**config.mk**
```make
export PLATFORM = sky130hd
export DESIGN_NAME = fofir_psum_requant
export DESIGN_NICKNAME = d
export VERILOG_FILES = /design/src/rtl/fofir_psum_requant.sv
export SDC_FILE = /design/constraint.sdc
export NUM_CORES = 1
export LEC_CHECK = 0
export CELL_PAD_IN_SITES_DETAIL_PLACEMENT = 1
export CELL_PAD_IN_SITES_GLOBAL_PLACEMENT = 1
export CORE_MARGIN = 2
export CORE_UTILIZATION = 44
export DETAILED_ROUTE_END_ITERATION = 7
export DONT_BUFFER_PORTS = 1
export PLACE_DENSITY = 0.85
export SETUP_SLACK_MARGIN = 0.4
export SLEW_MARGIN = 15
export SYNTH_ARGS = -nofsm -noshare
export SYNTH_HDL_FRONTEND = slang
export SYNTH_SLANG_ARGS = --single-unit
```
**constraint.sdc**
```tcl
create_clock -name clk -period 3.7 [get_ports clk]
set_input_delay 0.37 -clock clk [delete_from_list [all_inputs] [get_ports clk]]
set_output_delay 0.37 -clock clk [all_outputs]
set_load 0.02 [all_outputs]
```
**src/rtl/fofir_psum_requant.sv**
```systemverilog
// Requantizes 24-bit signed partial sums to 16-bit activations: round-half-up shift, optional ReLU, saturate.
// Two-stage valid/ready pipeline (input handshake -> out_valid two cycles later), framed by an IDLE/RUN/DRAIN FSM.
module fofir_psum_requant #(
    parameter int IN_W  = 24,
    parameter int OUT_W = 16,
    parameter int CNT_W = 16
) (
    input  logic                    clk,
    input  logic                    rst,
    input  logic                    start,
    input  logic [CNT_W-1:0]        cfg_len,
    input  logic [4:0]              cfg_shift,
    input  logic                    cfg_relu,
    input  logic                    in_valid,
    output logic                    in_ready,
    input  logic signed [IN_W-1:0]  in_psum,
    output logic                    out_valid,
    input  logic                    out_ready,
    output logic signed [OUT_W-1:0] out_act,
    output logic                    out_last,
    output logic                    busy,
    output logic                    done
);

    typedef enum logic [1:0] {IDLE, RUN, DRAIN} state_t;

    localparam logic [4:0]             SH_MAX  = 5'(IN_W - 1);
    localparam logic signed [IN_W:0]   SAT_MAX = (IN_W+1)'((2 ** (OUT_W - 1)) - 1);
    localparam logic signed [IN_W:0]   SAT_MIN = -(IN_W+1)'(2 ** (OUT_W - 1));

    state_t                   r_state, w_state_nxt;
    logic [CNT_W-1:0]         r_cnt;
    logic [CNT_W-1:0]         r_len;
    logic [4:0]               r_shift;
    logic                     r_relu;
    logic                     r_done;

    logic                     r_s1_vld;
    logic signed [IN_W:0]     r_s1_dat;
    logic                     r_s1_last;

    logic                     r_s2_vld;
    logic signed [OUT_W-1:0]  r_s2_dat;
    logic                     r_s2_last;

    logic                     w_s2_free;
    logic                     w_s1_free;
    logic                     w_in_hs;
    logic                     w_out_hs;
    logic                     w_last_in;
    logic                     w_start_ok;
    logic                     w_start_zero;
    logic                     w_done_nxt;
    logic [IN_W:0]            w_rnd;
    logic signed [IN_W:0]     w_sum;
    logic signed [IN_W:0]     w_shr;
    logic signed [IN_W:0]     w_relu_dat;
    logic signed [IN_W:0]     w_sat_dat;

    assign w_s2_free    = !r_s2_vld || out_ready;
    assign w_s1_free    = !r_s1_vld || w_s2_free;
    assign in_ready     = (r_state == RUN) && w_s1_free;
    assign w_in_hs      = in_valid && in_ready;
    assign w_out_hs     = r_s2_vld && out_ready;
    assign w_last_in    = (r_cnt == r_len - CNT_W'(1));
    assign w_start_ok   = (r_state == IDLE) && start && (cfg_len != '0);
    assign w_start_zero = (r_state == IDLE) && start && (cfg_len == '0);
    assign w_done_nxt   = w_start_zero || ((r_state == DRAIN) && w_out_hs && r_s2_last);

    // 2^(shift-1) as the rounding bias; shift of zero yields no bias.
    assign w_rnd = ({{IN_W{1'b0}}, 1'b1} << r_shift) >> 1;
    assign w_sum = $signed({in_psum[IN_W-1], in_psum}) + $signed(w_rnd);
    assign w_shr = w_sum >>> r_shift;

    assign w_relu_dat = (r_relu && r_s1_dat[IN_W]) ? '0 : r_s1_dat;

    always_comb begin
        w_sat_dat = w_relu_dat;
        if (w_relu_dat > SAT_MAX) begin
            w_sat_dat = SAT_MAX;
        end else if (w_relu_dat < SAT_MIN) begin
            w_sat_dat = SAT_MIN;
        end
    end

    always_comb begin
        w_state_nxt = r_state;
        case (r_state)
            IDLE:    if (w_start_ok) w_state_nxt = RUN;
            RUN:     if (w_in_hs && w_last_in) w_state_nxt = DRAIN;
            DRAIN:   if (w_out_hs && r_s2_last) w_state_nxt = IDLE;
            default: w_state_nxt = IDLE;
        endcase
    end

    always_ff @(posedge clk or posedge rst) begin
        if (rst) begin
            r_state <= IDLE;
            r_cnt   <= '0;
            r_len   <= '0;
            r_shift <= '0;
            r_relu  <= 1'b0;
            r_done  <= 1'b0;
        end else begin
            r_state <= w_state_nxt;
            r_done  <= w_done_nxt;
            if (w_start_ok) begin
                r_cnt   <= '0;
                r_len   <= cfg_len;
                r_shift <= (cfg_shift > SH_MAX) ? SH_MAX : cfg_shift;
                r_relu  <= cfg_relu;
            end else if (w_in_hs) begin
                r_cnt <= r_cnt + CNT_W'(1);
            end
        end
    end

    // Stage 1 refills only when it is empty or handing its item to stage 2.
    always_ff @(posedge clk or posedge rst) begin
        if (rst) begin
            r_s1_vld  <= 1'b0;
            r_s1_dat  <= '0;
            r_s1_last <= 1'b0;
        end else if (w_s1_free) begin
            r_s1_vld <= w_in_hs;
            if (w_in_hs) begin
                r_s1_dat  <= w_shr;
                r_s1_last <= w_last_in;
            end
        end
    end

    always_ff @(posedge clk or posedge rst) begin
        if (rst) begin
            r_s2_vld  <= 1'b0;
            r_s2_dat  <= '0;
            r_s2_last <= 1'b0;
        end else if (w_s2_free) begin
            r_s2_vld <= r_s1_vld;
            if (r_s1_vld) begin
                r_s2_dat  <= w_sat_dat[OUT_W-1:0];
                r_s2_last <= r_s1_last;
            end
        end
    end

    assign out_valid = r_s2_vld;
    assign out_act   = r_s2_dat;
    assign out_last  = r_s2_last;
    assign busy      = (r_state != IDLE);
    assign done      = r_done;

endmodule

```
==> flow_summary.rst <==
.. list-table::
   :header-rows: 1

   * - Metric
     - Value
   * - Run status
     - finished with violations
   * - Violated checks
     - negative setup slack
   * - Timing-limited maximum frequency
     - 0.2560 GHz
   * - Final hold violation count
     - 0
   * - Grt ovf
     - 0
   * - Number of distinct library cells after synthesis
     - 74
   * - Mapped Area
     - 7164 µm²
   * - ANT nets after route
     - 0
   * - HPWL after DPL
     - 19640 µm
   * - Height of the die
     - 131.6 µm
   * - Slowest stage cell on the critical path
     - sky130_fd_sc_hd__mux4_2
   * - Gate count after technology mapping
     - 933
   * - Endpoints failing setup
     - 20
   * - Number of synthesized register bits
     - 86
   * - Full die area
     - 17320 µm²
   * - Number of filler instances in the final layout
     - 1848
   * - Crit path kind
     - reg2reg
   * - P_sw
     - 975.0 µW
   * - TritonCTS clock tree
     - done
   * - Root cell of the clock tree
     - sky130_fd_sc_hd__clkbuf_16
   * - Synth Area in XOR/XNOR
     - 7.317%
   * - Final Cycle Share
     - 105.6%
   * - Area share of and/or/nand/nor cells after synthesis
     - 23.86%
   * - Post-synthesis to final-layout area growth
     - 34.65%
   * - Leading area contributor after synthesis
     - sky130_fd_sc_hd__dfrtp_1
   * - Cell row count
     - 46
   * - Logic gate share of total power
     - 22.5%
   * - Deepest clock path buffer count
     - 2
   * - Final worst slack
     - -0.2057 ns
   * - Class of the worst hold path
     - in2async
   * - Pin count of the biggest net entering global routing
     - 51
   * - Share of synthesized cell area in full adder, half adder and majority cells
     - 4.820%
   * - Internal power
     - 1903 µW
   * - Peak supply drop
     - 0.0002415 V
   * - Final total negative setup slack
     - -2.285 ns
   * - Data required, critical path
     - 3.96 ns
   * - Clock latency reported for the late side of the worst-skew pair
     - 0.35 ns
   * - Via count
     - 8729
   * - Tightest Pin Transition
     - 1.035 ns
   * - Clock H-tree levels
     - 3
   * - First-pass GRT wire length
     - 48550 µm
   * - Maximum Capacitance Violations
     - 0
   * - Clock buffers created by TritonCTS
     - 9
   * - Diodes inserted
     - 0
   * - Number of optimization iterations in the first detailed-route pass
     - 5
   * - Cell area power density
     - 298.3 nW/µm²
   * - Register-to-register path setup slack
     - -0.21 ns
   * - Total leakage power
     - 0.003992 µW
   * - Number of buffers added on ports
     - 0
   * - Fraction of the mapped netlist area in compound gates
     - 26.25%
   * - Yosys warnings
     - 0
   * - Count of pins on the block boundary
     - 72
   * - Number of global-route vias before repair
     - 8634
   * - Share of total power in sequential cells
     - 43.6%
   * - Combinational family with the most area after synthesis
     - compound AO/OA/AOI/OAI gates
   * - Core region area
     - 15890 µm²
   * - Tightest hold margin
     - 0.07042 ns
   * - Ranking of synthesized cells by area
     - sky130_fd_sc_hd__dfrtp_1, sky130_fd_sc_hd__nand2_1, sky130_fd_sc_hd__nor2_1
   * - Register clock-pin slew on the reported worst setup and hold paths
     - 0.06 ns
   * - Per-cell via count in the routed design
     - 7.023
   * - Post-Syn Nets
     - 1011
   * - Final non-filler cell total
     - 1243
   * - Net total in the final layout
     - 1102
   * - Synthesized area divided by synthesized cell count
     - 7.679 µm²
   * - Commonest register cell after synthesis
     - sky130_fd_sc_hd__dfrtp_1
   * - Most common cell after layout, fill and taps aside
     - sky130_fd_sc_hd__nand2_1
   * - Largest fanout on the critical path
     - 6
   * - DIE WIDTH
     - 131.6 µm
   * - Post-layout total power
     - 2878 µW
   * - Proportion of synthesized chip area in sequential cells
     - 30.04%
   * - Number of placed instances, taps included
     - 1176
   * - Time the final worst path needs with I/O delays and setup
     - 3.906 ns
   * - Fraction of final layout cells sized beyond drive strength 1
     - 31.55%
   * - Cells traversed along the worst timing path
     - inv_4 > nand2_2 > buf_12 > nor2_1 > ha_2 > a21oi_2 > o21ai_0 > a21oi_1 > o21ai_2 > buf_4 > buf_4 > xnor2_1 > mux4_2 > mux2i_2 > a21boi_2 > o22ai_1
   * - Capturing element type of the critical path
     - register
   * - GRT Total Usage
     - 35.01%
   * - Proportion of total power due to net switching
     - 33.88%
   * - Share of the synthesized area in the top cell type
     - 30.04%
   * - Sink count of the clock tree
     - 86
   * - Drt wl/cell
     - 28.32 µm
   * - Remaining max-slew budget at the tightest pin
     - 30.83%
   * - Clock Skews
     - 0.006943 ns
   * - Antenna violations before repair
     - 0
   * - Fraction of synthesized area in multiplexers
     - 3.615%
   * - Weighted congestion at the end of routability-driven global placement
     - 0.9357
   * - Critical path launch point type
     - register
   * - Post-synth EDFFs
     - 0
   * - Final slew viol count
     - 0
   * - Initial core utilization
     - 45.10%
   * - Commonest cells after routing, fill and taps aside
     - sky130_fd_sc_hd__nand2_1, sky130_fd_sc_hd__buf_4, sky130_fd_sc_hd__nor2_1
   * - Minimum setup slack after placement
     - -0.1547 ns
   * - Arrival @ worst endpoint
     - 4.16 ns
   * - Critical Path Max Stage Delay
     - 0.58 ns
   * - Detailed-route wire length
     - 35200 µm
   * - Most common cell on crit path
     - sky130_fd_sc_hd__buf_4
   * - Clock network fraction of design power
     - 34.0%
   * - RSZ-0062 raised after global routing
     - true
   * - DRC violations left
     - 0
   * - Initial DRC count
     - 948
   * - Asr flop ratio synth
     - 100.0%
state kept, by name, indices dropped and copies added, names as in the netlist:
signal / flops
r_s1_last: 1
r_len: 16
done: 1
r_cnt: 16
out_last: 1
r_s1_vld: 1
r_shift: 5
r_state: 2
out_act: 16
r_relu: 1
r_s1_dat: 25
out_valid: 1
through the flow:
stage / area (µm²) / utilization [%]
after floorplan: 7317 / -
after global placement: 7981 / 50.24
after detailed placement: 7981 / 50.24
after CTS: 9151 / 57.61
after global routing: 9647 / 60.73
final: 9647 / 60.73
what timing repair did:
item | in CTS | in global routing
gates resized for setup | 129 | 77
hold buffers | 0 | 0
gates cloned | 1 | 0
setup buffers | 39 | 13
endpoints found under the setup margin | 25 | 25
pin swaps | 46 | 43
per-layer routing:
| layer | track usage, % | up-vias | wire, µm |
|---|---|---|---|
| li1 | - | 3562 | - |
| met1 | 43.65 | 4257 | 12980 |
| met2 | 57.68 | 658 | 16370 |
| met3 | 6.481 | 252 | 2994 |
| met4 | 18.36 | 0 | 2855 |
| met5 | 0 | - | 0 |
power groups by stage:
stage               sequential, µW  combinational [µW]  clock [µW]
detailed placement            1260                 521           0
CTS                           1250                 570         983
global route                  1270                 691        1010
global placement              1250                 492           0
floorplan                     1210                 395           0
finish                        1250                 647         977
final cells by class:
cell class,count,area [µm²],area share [%]
repair buffers,135,1111,11.52
clock inverters,4,73.82,0.7652
multi-input cells,771,5717,59.26
inverters,21,87.58,0.9079
flip-flops and latches,86,2158,22.37
clock buffers,10,229.0,2.374
well taps,216,270.3,2.802
synth_stat cells, types with 5 or more instances:
cell,instances
sky130_fd_sc_hd__and3_1,13
sky130_fd_sc_hd__or3_1,6
sky130_fd_sc_hd__xor2_1,24
sky130_fd_sc_hd__nor3_1,24
sky130_fd_sc_hd__o21a_1,8
sky130_fd_sc_hd__nand2_1,137
sky130_fd_sc_hd__nor2_1,127
sky130_fd_sc_hd__buf_1,6
sky130_fd_sc_hd__a21oi_1,78
sky130_fd_sc_hd__o211ai_1,13
sky130_fd_sc_hd__o21ai_0,31
sky130_fd_sc_hd__o22ai_1,10
sky130_fd_sc_hd__mux2i_1,18
sky130_fd_sc_hd__nand2b_1,7
sky130_fd_sc_hd__xnor2_1,34
sky130_fd_sc_hd__o211a_1,5
sky130_fd_sc_hd__clkbuf_1,46
sky130_fd_sc_hd__nand3_1,19
sky130_fd_sc_hd__a21o_1,9
sky130_fd_sc_hd__o32ai_1,5
sky130_fd_sc_hd__a211oi_1,23
sky130_fd_sc_hd__inv_1,21
sky130_fd_sc_hd__nand4_1,17
sky130_fd_sc_hd__nor2b_1,5
sky130_fd_sc_hd__a31oi_1,10
sky130_fd_sc_hd__o221ai_1,7
sky130_fd_sc_hd__nor4_1,10
sky130_fd_sc_hd__ha_1,26
sky130_fd_sc_hd__o21ai_1,14
sky130_fd_sc_hd__dfrtp_1,86
sky130_fd_sc_hd__a211o_1,5
sky130_fd_sc_hd__mux2_2,5
critical path: cells and delay by family, from the launching register on:
family	cells	cell delay, ns
AOI/OAI and AO/OA	6	1.16
muxes	2	0.82
buffers and inverters	4	0.58
DFF	1	0.52
xor gates and xnor gates	1	0.15
adders and majority gates	1	0.34
and+or+nand+nor	2	0.23
path summary, 6_finish.rpt:
kind                             start     endpoint  cells after the start
min in group clk           cfg_len[14]    r_len[14]                      2
hold / removal                     rst   r_state[0]                      1
hold reg to reg             r_state[0]         done                      1
setup reg to reg            r_shift[0]  r_s1_dat[3]                     16
max in group asynchronous          rst   r_shift[4]                      2
setup / recovery            r_shift[0]  r_s1_dat[3]                     16
cells by family (layout without fill, tap and decap cells):
kind of cell    Yosys count  count (layout)
compound gates          276             276
xor+xnor                 59              60
flops                    86              86
simple gates            384             384
mux                      24              24
buf+inv                  77             170
fa+ha+maj                27              27
Power figures use the tool's default switching activity.
